`config.mk`:
```
export PLATFORM = sky130hd
export DESIGN_NAME = systolic_array_ctrl
export DESIGN_NICKNAME = d
export VERILOG_FILES = /design/src/rtl/systolic_array_ctrl.sv
export SDC_FILE = /design/constraint.sdc
export NUM_CORES = 1
export LEC_CHECK = 0
export BUFFER_PORTS_ARGS = -buffer_cell sky130_fd_sc_hd__buf_2
export CORE_MARGIN = 2
export CORE_UTILIZATION = 50
export CTS_CLUSTER_SIZE = 16
export DETAILED_ROUTE_END_ITERATION = 8
export GPL_ROUTABILITY_DRIVEN = 0
export GPL_TIMING_DRIVEN = 0
export PLACE_DENSITY = 0.81
export SYNTH_ARGS = -nofsm -noshare
export SYNTH_HDL_FRONTEND = slang
export SYNTH_SLANG_ARGS = --single-unit
```
`constraint.sdc`:
```
create_clock -name clk -period 2.3 [get_ports clk]
set_input_delay 0.345 -clock clk [delete_from_list [all_inputs] [get_ports clk]]
set_output_delay 0.345 -clock clk [all_outputs]
set_load 0.02 [all_outputs]
```
`src/rtl/systolic_array_ctrl.sv`:
```
// systolic_array_ctrl: job sequencer for one systolic_array tile.
// Latches the per-job precision/sign config, pulses the weight-load strobe,
// streams num_vecs vectors from the input buffer with per-row skew, and
// tags each psum vector as it leaves the bottom row.
// Optional busy-cycle counter: define SYSTOLIC_CTRL_PERF_CNT_EN.
module systolic_array_ctrl #(
    parameter int unsigned ARRAY_SIZE     = 8,
    parameter int unsigned LOG_ARRAY_SIZE = 3,
    parameter int unsigned ADDR_W         = 10,
    parameter int unsigned FU_LATENCY     = 1
) (
    input  logic                    clk,
    input  logic                    rst,
    input  logic                    start,
    input  logic [ADDR_W-1:0]       num_vecs,
    input  logic [3:0]              cfg_in_width,
    input  logic [3:0]              cfg_weight_width,
    input  logic                    cfg_s_in,
    input  logic                    cfg_s_weight,
    output logic                    busy,
    output logic                    done,
    output logic                    w_load,
    output logic                    in_rd_en,
    output logic [ADDR_W-1:0]       in_rd_addr,
    input  logic [ARRAY_SIZE*8-1:0] in_vec,
    output logic [ARRAY_SIZE*8-1:0] arr_inputs,
    output logic [3:0]              arr_in_width,
    output logic [3:0]              arr_weight_width,
    output logic                    arr_s_in,
    output logic                    arr_s_weight,
    output logic                    psum_valid,
    output logic [ADDR_W-1:0]       psum_addr,
    output logic [31:0]             cycle_count
);

    // Read-to-psum latency: buffer read (1) + skew entry (1) + one
    // FU_LATENCY slice per array row.
    localparam int unsigned PIPE_DEPTH = 2 + (FU_LATENCY << LOG_ARRAY_SIZE);
    localparam int unsigned DRAIN_W    = $clog2(PIPE_DEPTH);

    typedef enum logic [2:0] {
        IDLE,
        WLOAD,
        STREAM,
        DRAIN,
        FIN
    } state_t;

    state_t              state;
    logic [ADDR_W-1:0]   num_vecs_q;
    logic [DRAIN_W-1:0]  drain_cnt;
    logic [PIPE_DEPTH-1:0] pv_q;
    logic [ADDR_W-1:0]   pa_q [PIPE_DEPTH];

    // Job sequencer with registered control outputs.
    always_ff @(posedge clk) begin
        if (rst) begin
            state            <= IDLE;
            busy             <= 1'b0;
            done             <= 1'b0;
            w_load           <= 1'b0;
            in_rd_en         <= 1'b0;
            in_rd_addr       <= '0;
            num_vecs_q       <= '0;
            drain_cnt        <= '0;
            arr_in_width     <= '0;
            arr_weight_width <= '0;
            arr_s_in         <= 1'b0;
            arr_s_weight     <= 1'b0;
        end else begin
            case (state)
                IDLE: begin
                    if (start) begin
                        num_vecs_q       <= num_vecs;
                        arr_in_width     <= cfg_in_width;
                        arr_weight_width <= cfg_weight_width;
                        arr_s_in         <= cfg_s_in;
                        arr_s_weight     <= cfg_s_weight;
                        busy             <= 1'b1;
                        w_load           <= 1'b1;
                        state            <= WLOAD;
                    end
                end
                WLOAD: begin
                    w_load <= 1'b0;
                    if (num_vecs_q == '0) begin
                        drain_cnt <= '0;
                        state     <= DRAIN;
                    end else begin
                        in_rd_en   <= 1'b1;
                        in_rd_addr <= '0;
                        state      <= STREAM;
                    end
                end
                STREAM: begin
                    if (in_rd_addr == num_vecs_q - ADDR_W'(1)) begin
                        in_rd_en   <= 1'b0;
                        in_rd_addr <= '0;
                        drain_cnt  <= DRAIN_W'(PIPE_DEPTH - 1);
                        state      <= DRAIN;
                    end else begin
                        in_rd_addr <= in_rd_addr + ADDR_W'(1);
                    end
                end
                DRAIN: begin
                    if (drain_cnt == '0) begin
                        done  <= 1'b1;
                        state <= FIN;
                    end else begin
                        drain_cnt <= drain_cnt - DRAIN_W'(1);
                    end
                end
                FIN: begin
                    done  <= 1'b0;
                    busy  <= 1'b0;
                    state <= IDLE;
                end
                default: state <= IDLE;
            endcase
        end
    end

    // Valid/index pipeline tracking each read through to the bottom row;
    // stage 0 doubles as the "buffer data valid" flag for the skew rows.
    always_ff @(posedge clk) begin
        if (rst) begin
            pv_q <= '0;
            for (int unsigned k = 0; k < PIPE_DEPTH; k++) pa_q[k] <= '0;
        end else begin
            pv_q    <= {pv_q[PIPE_DEPTH-2:0], in_rd_en};
            pa_q[0] <= in_rd_addr;
            for (int unsigned k = 1; k < PIPE_DEPTH; k++) pa_q[k] <= pa_q[k-1];
        end
    end

    assign psum_valid = pv_q[PIPE_DEPTH-1];
    assign psum_addr  = pa_q[PIPE_DEPTH-1];

    // Per-row skew: row r delays its byte by 1 + r*FU_LATENCY registers.
    for (genvar r = 0; r < ARRAY_SIZE; r++) begin : g_row
        localparam int unsigned DEPTH = 1 + r * FU_LATENCY;
        logic [7:0] sk_q [DEPTH];

        // Shift buffer bytes in when the read data is valid, zeros otherwise.
        always_ff @(posedge clk) begin
            if (rst) begin
                for (int unsigned k = 0; k < DEPTH; k++) sk_q[k] <= '0;
            end else begin
                sk_q[0] <= pv_q[0] ? in_vec[r*8 +: 8] : 8'h00;
                for (int unsigned k = 1; k < DEPTH; k++) sk_q[k] <= sk_q[k-1];
            end
        end

        assign arr_inputs[r*8 +: 8] = sk_q[DEPTH-1];
    end

`ifdef SYSTOLIC_CTRL_PERF_CNT_EN
    logic [31:0] cycle_cnt_q;

    // Busy-cycle counter: cleared on accepted start, holds once idle.
    always_ff @(posedge clk) begin
        if (rst) begin
            cycle_cnt_q <= '0;
        end else if (state == IDLE && start) begin
            cycle_cnt_q <= '0;
        end else if (busy) begin
            cycle_cnt_q <= cycle_cnt_q + 32'd1;
        end
    end

    assign cycle_count = cycle_cnt_q;
`else
    assign cycle_count = '0;
`endif

endmodule

```
# Yosys cells after proc, flatten, opt, wreduce, memory -nomap -nowiden
# Memory sizes are Yosys's and may differ from the RTL's.
# Cells that the tools add are included.
[totals]
ff_bits = 51
ram_bits = 388
input_bits = 87
output_inout_bits = 131
word_cells = 176
memories = 9
[mem_list]
columns = ["memory", "depth", "width", "read_ports", "rd_ports_with_merged_regs", "write_ports", "line_no", "rtl"]
rows = [
  ["pa_q", 10, 10, 10, 0, 10, "53", "logic [ADDR_W-1:0] pa_q [PIPE_DEPTH];"],
  ["g_row[7].sk_q", 8, 8, 8, 0, 8, "142", "logic [7:0] sk_q [DEPTH];"],
  ["g_row[6].sk_q", 7, 8, 7, 0, 7, "142", ""],
  ["g_row[5].sk_q", 6, 8, 6, 0, 6, "142", ""],
  ["g_row[4].sk_q", 5, 8, 5, 0, 5, "142", ""],
  ["g_row[3].sk_q", 4, 8, 4, 0, 4, "142", ""],
  ["+3 memories", "-", "-", "-", "-", "-", "-", ""],
]
[classes]
addsub = 3
eq_ne = 11
mux = 78
n_bitwise = 45
n_reduce_logical = 17
[ops]
columns = ["cell", "n"]
rows = [
  ["8-bit two-way mux", 44],
  ["10-bit two-way mux", 12],
  ["1-bit bitwise OR", 45],
  ["10-bit one-hot mux with 2 select lines", 1],
  ["4-bit two-way mux", 3],
  ["2-bit != test (second input constant)", 6],
  ["3-bit one-hot mux with 4 select lines", 1],
  ["4-bit one-hot mux with 3 select lines", 1],
  ["10-bit by 1-bit adder with 10-bit output (second input constant)", 1],
  ["10-bit == test", 1],
  ["10-bit logical NOT", 1],
  ["2-bit AND reduction", 5],
  ["10-bit by 1-bit subtractor with 10-bit output (second input constant)", 1],
  ["1-bit two-way mux", 9],
  ["3-bit two-way mux", 3],
  ["1-bit one-hot mux with 2 select lines", 4],
  ["2-bit nonzero test", 4],
  ["8-bit OR reduction", 1],
  ["3-bit by 2-bit == test with 1-bit output (second input constant)", 2],
  ["3-bit AND reduction", 2],
  ["4-bit logical NOT", 1],
  ["4-bit AND reduction", 1],
  ["4-bit by 1-bit subtractor with 4-bit output (second input constant)", 1],
  ["3-bit by 1-bit == test with 1-bit output (second input constant)", 1],
  ["3 further kinds", 3],
]

# Longest topological paths before layout
[depth]
depth_word = 4
ltp_mapped = 9
mapped_depth_nobuf = 9

# Least setup slack after synthesis
# OpenSTA, ideal clock, no wires.
[synth_path]
path_type = "register to register"
from = "register num_vecs_q[0]"
to = "register in_rd_addr[5]"
setup_time_ps = 114
arrival_ps = 2205
required_time_ps = 2186
path_slack_ps = -19
stages_incl_launch_ff = 10
n_path_buf = 0
period_less_slack_ps = 2319
cell_sequence = "dfxtp_1 > inv_1 > ha_1 > nor3b_4 > and3_1 > o221ai_1 > a222oi_1 > a21o_1 > o21bai_1 > a21o_1"
[synth_between]
elab_chain_cells = 4
word_cells_on_any_way = 7
cone_classes = "add/sub: 1; eq/ne: 2; mux: 2; reduce/logical: 2"
[synth_lines]
columns = ["element", "line_no", "rtl"]
rows = [
  ["from (decl)", "50", "logic [ADDR_W-1:0] num_vecs_q;"],
  ["from (signal assigned)", "74", "num_vecs_q <= num_vecs;"],
  ["10-bit by 1-bit subtractor with 10-bit output", "96", "if (in_rd_addr == num_vecs_q - ADDR_W'(1)) begin"],
  ["10-bit == test", "96", ""],
  ["10-bit two-way mux", "96", ""],
  ["10-bit one-hot mux with 2 select lines", "71", "case (state)"],
  ["to (signal assigned)", "102", "in_rd_addr <= in_rd_addr + ADDR_W'(1);"],
  ["to (decl)", "24", "output logic [ADDR_W-1:0] in_rd_addr,"],
]
# Parallel ways exist; a longest one is shown, timed or not.
# A chain may end at the register's enable or synchronous reset.

# Final worst setup path
[layout_path]
from = "register num_vecs_q[2]"
to = "register drain_cnt[0]"
[layout_between]
elab_chain_cells = 4
word_cells_on_any_way = 6
cone_classes = "add/sub: 1; eq/ne: 3; reduce/logical: 2"
[layout_lines]
columns = ["element", "line_no", "rtl"]
rows = [
  ["10-bit by 1-bit subtractor with 10-bit output", "96", ""],
  ["10-bit == test", "96", ""],
  ["2-bit != test (no line)", "-", ""],
  ["4-bit AND reduction (no line) (*)", "-", ""],
  ["to (signal assigned)", "99", "drain_cnt <= DRAIN_W'(PIPE_DEPTH - 1);"],
  ["to (signal assigned)", "110", "drain_cnt <= drain_cnt - DRAIN_W'(1);"],
  ["to (decl)", "51", "logic [DRAIN_W-1:0] drain_cnt;"],
]
# Mark *: on every way between the ends. The rest lies on a longest branch, timed or not.

==> results.yml <==
sta:
  period_share_pct: 97.8
  finalClockSkew_ps: 12.1
  max_freq_ghz: 0.445
  rsz0062_at_grt: "true"
  hold_viol: 0
  period_needed_ps: 2250
  worst-slew-pin-transition_ps: 619
  hold_slack_ps: 18.7
  slew_headroom_pct: 58.7
  slew_violations: 0
  setup_violations: 0
clock_tree:
  tritoncts.num_buffers: 43
  cts_tree: "yes"
  clkTransAtPathRegs_ps: 60
  clk_path_buf_depth: 3
  cts-root-buf: "clkbuf_16"
  clock_latency_ps: 530
  cts_max_level: 2
  cts_sinks: 439
synth:
  syn_inst: 1185
  ys_ff_latch: 439
  synth_xor_area_share_pct: 0.858
  syn_area_sq_mm: 0.0133
  synth_top_family_by_area: "simple AND/OR/NAND/NOR gates"
  yosysUniqueCellTypes: 50
  ys_seq_area_share_pct: 66.2
  muxShareOfSynthArea_pct: 0
  synth_ff_type: "dfxtp_1"
  async_reset_ff_share_pct: 0
  ys_warn_count: 0
  synth_compound_area_share_pct: 3.40
  synth-simple-area-share_pct: 23.3
  synth_edf_count: 0
  synthAdderAreaFrac_pct: 0.283
  syn_avg_cell_area_sq_um: 11.2
drt:
  wl_met1_mm: 9.33
  vias: 8015
  drtIter0Drc: 331
  drt-vias-per-instance: 4.35
  maxUsedRoutingLayer: "met5"
  met2_length_mm: 10.7
  firstDrtPassIters: 4
  wire_per_inst_um: 11.9
  drt_drc_violations_left: 0
  ant_nets: 0
  wl_met3_mm: 1.31
  wl_mm: 21.9
die:
  ioPinCount: 218
  dieWidth_um: 167
  dieArea_sq_mm: 0.0279
  fp.dieH_um: 167
  rows: 59
  initial_core_util_pct: 50.9
  core_area_sq_mm: 0.0261
layout:
  final_common_cell: "dfxtp_1"
  nFillCells: 2001
  final_util_pct: 63.4
  nNetsFinal: 1568
  layout_common_cells: "dfxtp_1 (437), nor2b_1 (335), buf_2 (185)"
  drive_gt1_share_pct: 23.0
  area_growth_pct: 24.4
pwr:
  worst_ir_drop_vdd_mv: 0.688
  p_per_area_mw_per_mm2: 993
  fin_total_pwr_w: 0.0164
  p_leak_nw: 7.22
outcome:
  outcome: "finished clean"
setup_path:
  startpoint_type: "flop"
  critical_path_required_ps: 2780
  worstSetupPathType: "flop to flop"
  crit_fanout: 8
  end_kind: "flop"
  crit_arrival_ps: 2730
global_routing:
  grt_usage_pct: 15.7
  grt_pass1_wl_mm: 35.9
  grt_overflow: 0
  grt_pass1_vias: 7718
  grt_start_max_net_pins: 15
  antenna_found_initial: 4
job:
  max_cap_violations: 0
placed_design:
  port_buffers: 184
  dpl.hpwl_mm: 14.8
min_path:
  hp-class: "input port to flop"
## routing by layer
metal / vias to the layer above / global-route usage (%)
met4: 4 / 5.36
met5: - / 0
li1: 4181 / -
met2: 196 / 27.5
met3: 49 / 4.35
met1: 3585 / 18.4
## cell usage after synthesis (4+ instances only)
library cell  instances  area share, %
nor2_1               14           0.40
and2_1               64            3.0
or3_1                 4           0.19
and3_1                7           0.33
o21ai_0              11           0.41
xor2_1                8           0.53
nor3_1                8           0.30
xnor2_1               5           0.33
nor2b_1             336             16
a21oi_1              31            1.2
nand2_1              58            1.6
dfxtp_1             439             66
nand3_1              12           0.45
a21o_1                4           0.23
clkbuf_1             56            1.6
inv_1                 9           0.25
buf_4                72            4.1
## final cells by class
type                    count  area, sq um  share of cell area (%)
diodes                      2         5.00                  0.0303
flip-flops and latches    439         8800                    53.3
well taps                 335          419                    2.54
repair buffers            217         1230                    7.46
clock inverters            10          124                   0.750
inverters                   9         38.8                   0.235
clock buffers              63         1230                    7.46
multi-input cells         639         3910                    23.7
plain buffers             129          754                    4.57
## flip-flops by register name, summed over array words and instances (netlist names), 3 cells and up
register,count
pv_q,10
in_rd_addr,10
drain_cnt,4
arr_weight_width,4
num_vecs_q,10
g_row.sk_q,288
pa_q,100
arr_in_width,4
state,3
## what timing repair did
item                                    CTS  global route
pin swaps                                 1            15
endpoints found under the setup margin   16            15
hold buffers                             24             1
buffers inserted                          2             5
hold endpoints to repair                 24             1
resized for setup                         4            17
gates cloned                              0             1
## worst max-delay path, cell delays in order, from the launching register on
cell,delay [ps]
dfxtp_1,390
nor4_4,440
nor3b_1,250
o21bai_1,90
a222oi_1,330
buf_4,230
nand2_8,90
a21oi_4,180
o221a_1,190
## path summary, 6_finish.rpt
path,depth (start not counted),from,slack (ps),to
worst max-delay path,8,num_vecs_q[2],50,drain_cnt[0]
worst max register to register,8,num_vecs_q[2],50,drain_cnt[0]
worst min register to register,1,pa_q[0][7],420,pa_q[1][7]
worst min-delay path,2,in_vec[33],20,g_row[4].sk_q[0][1]
## where the power goes
part	total (W)	switching, W	internal [W]
logic	0.00177	0.00103	0.000736
clock network	0.00658	0.00273	0.00384
registers	0.00804	0.000174	0.00787
total	0.0164	0.00394	0.0124
## per-stage QoR
stage | TNS (ps) | worst slack [ps] | area, sq um | instances
floorplan | 0 | 11.8 | 13400 | 1216
global placement | -1910 | -218 | 14700 | 1735
detailed placement | -2270 | -249 | 14700 | 1735
CTS | 0 | 4.68 | 16400 | 1834
global route | -1160 | -119 | 16500 | 1843
finish | 0 | 51.7 | 16500 | 1843
## logic make-up after synthesis
| group | count (synthesis) |
|---|---|
| compound gates | 72 |
| xor+xnor | 13 |
| fa+ha+maj | 3 |
| buf+inv | 138 |
| flops | 439 |
| other cells | 1 |
| simple gates | 519 |
(Power assumes the default switching activity.)
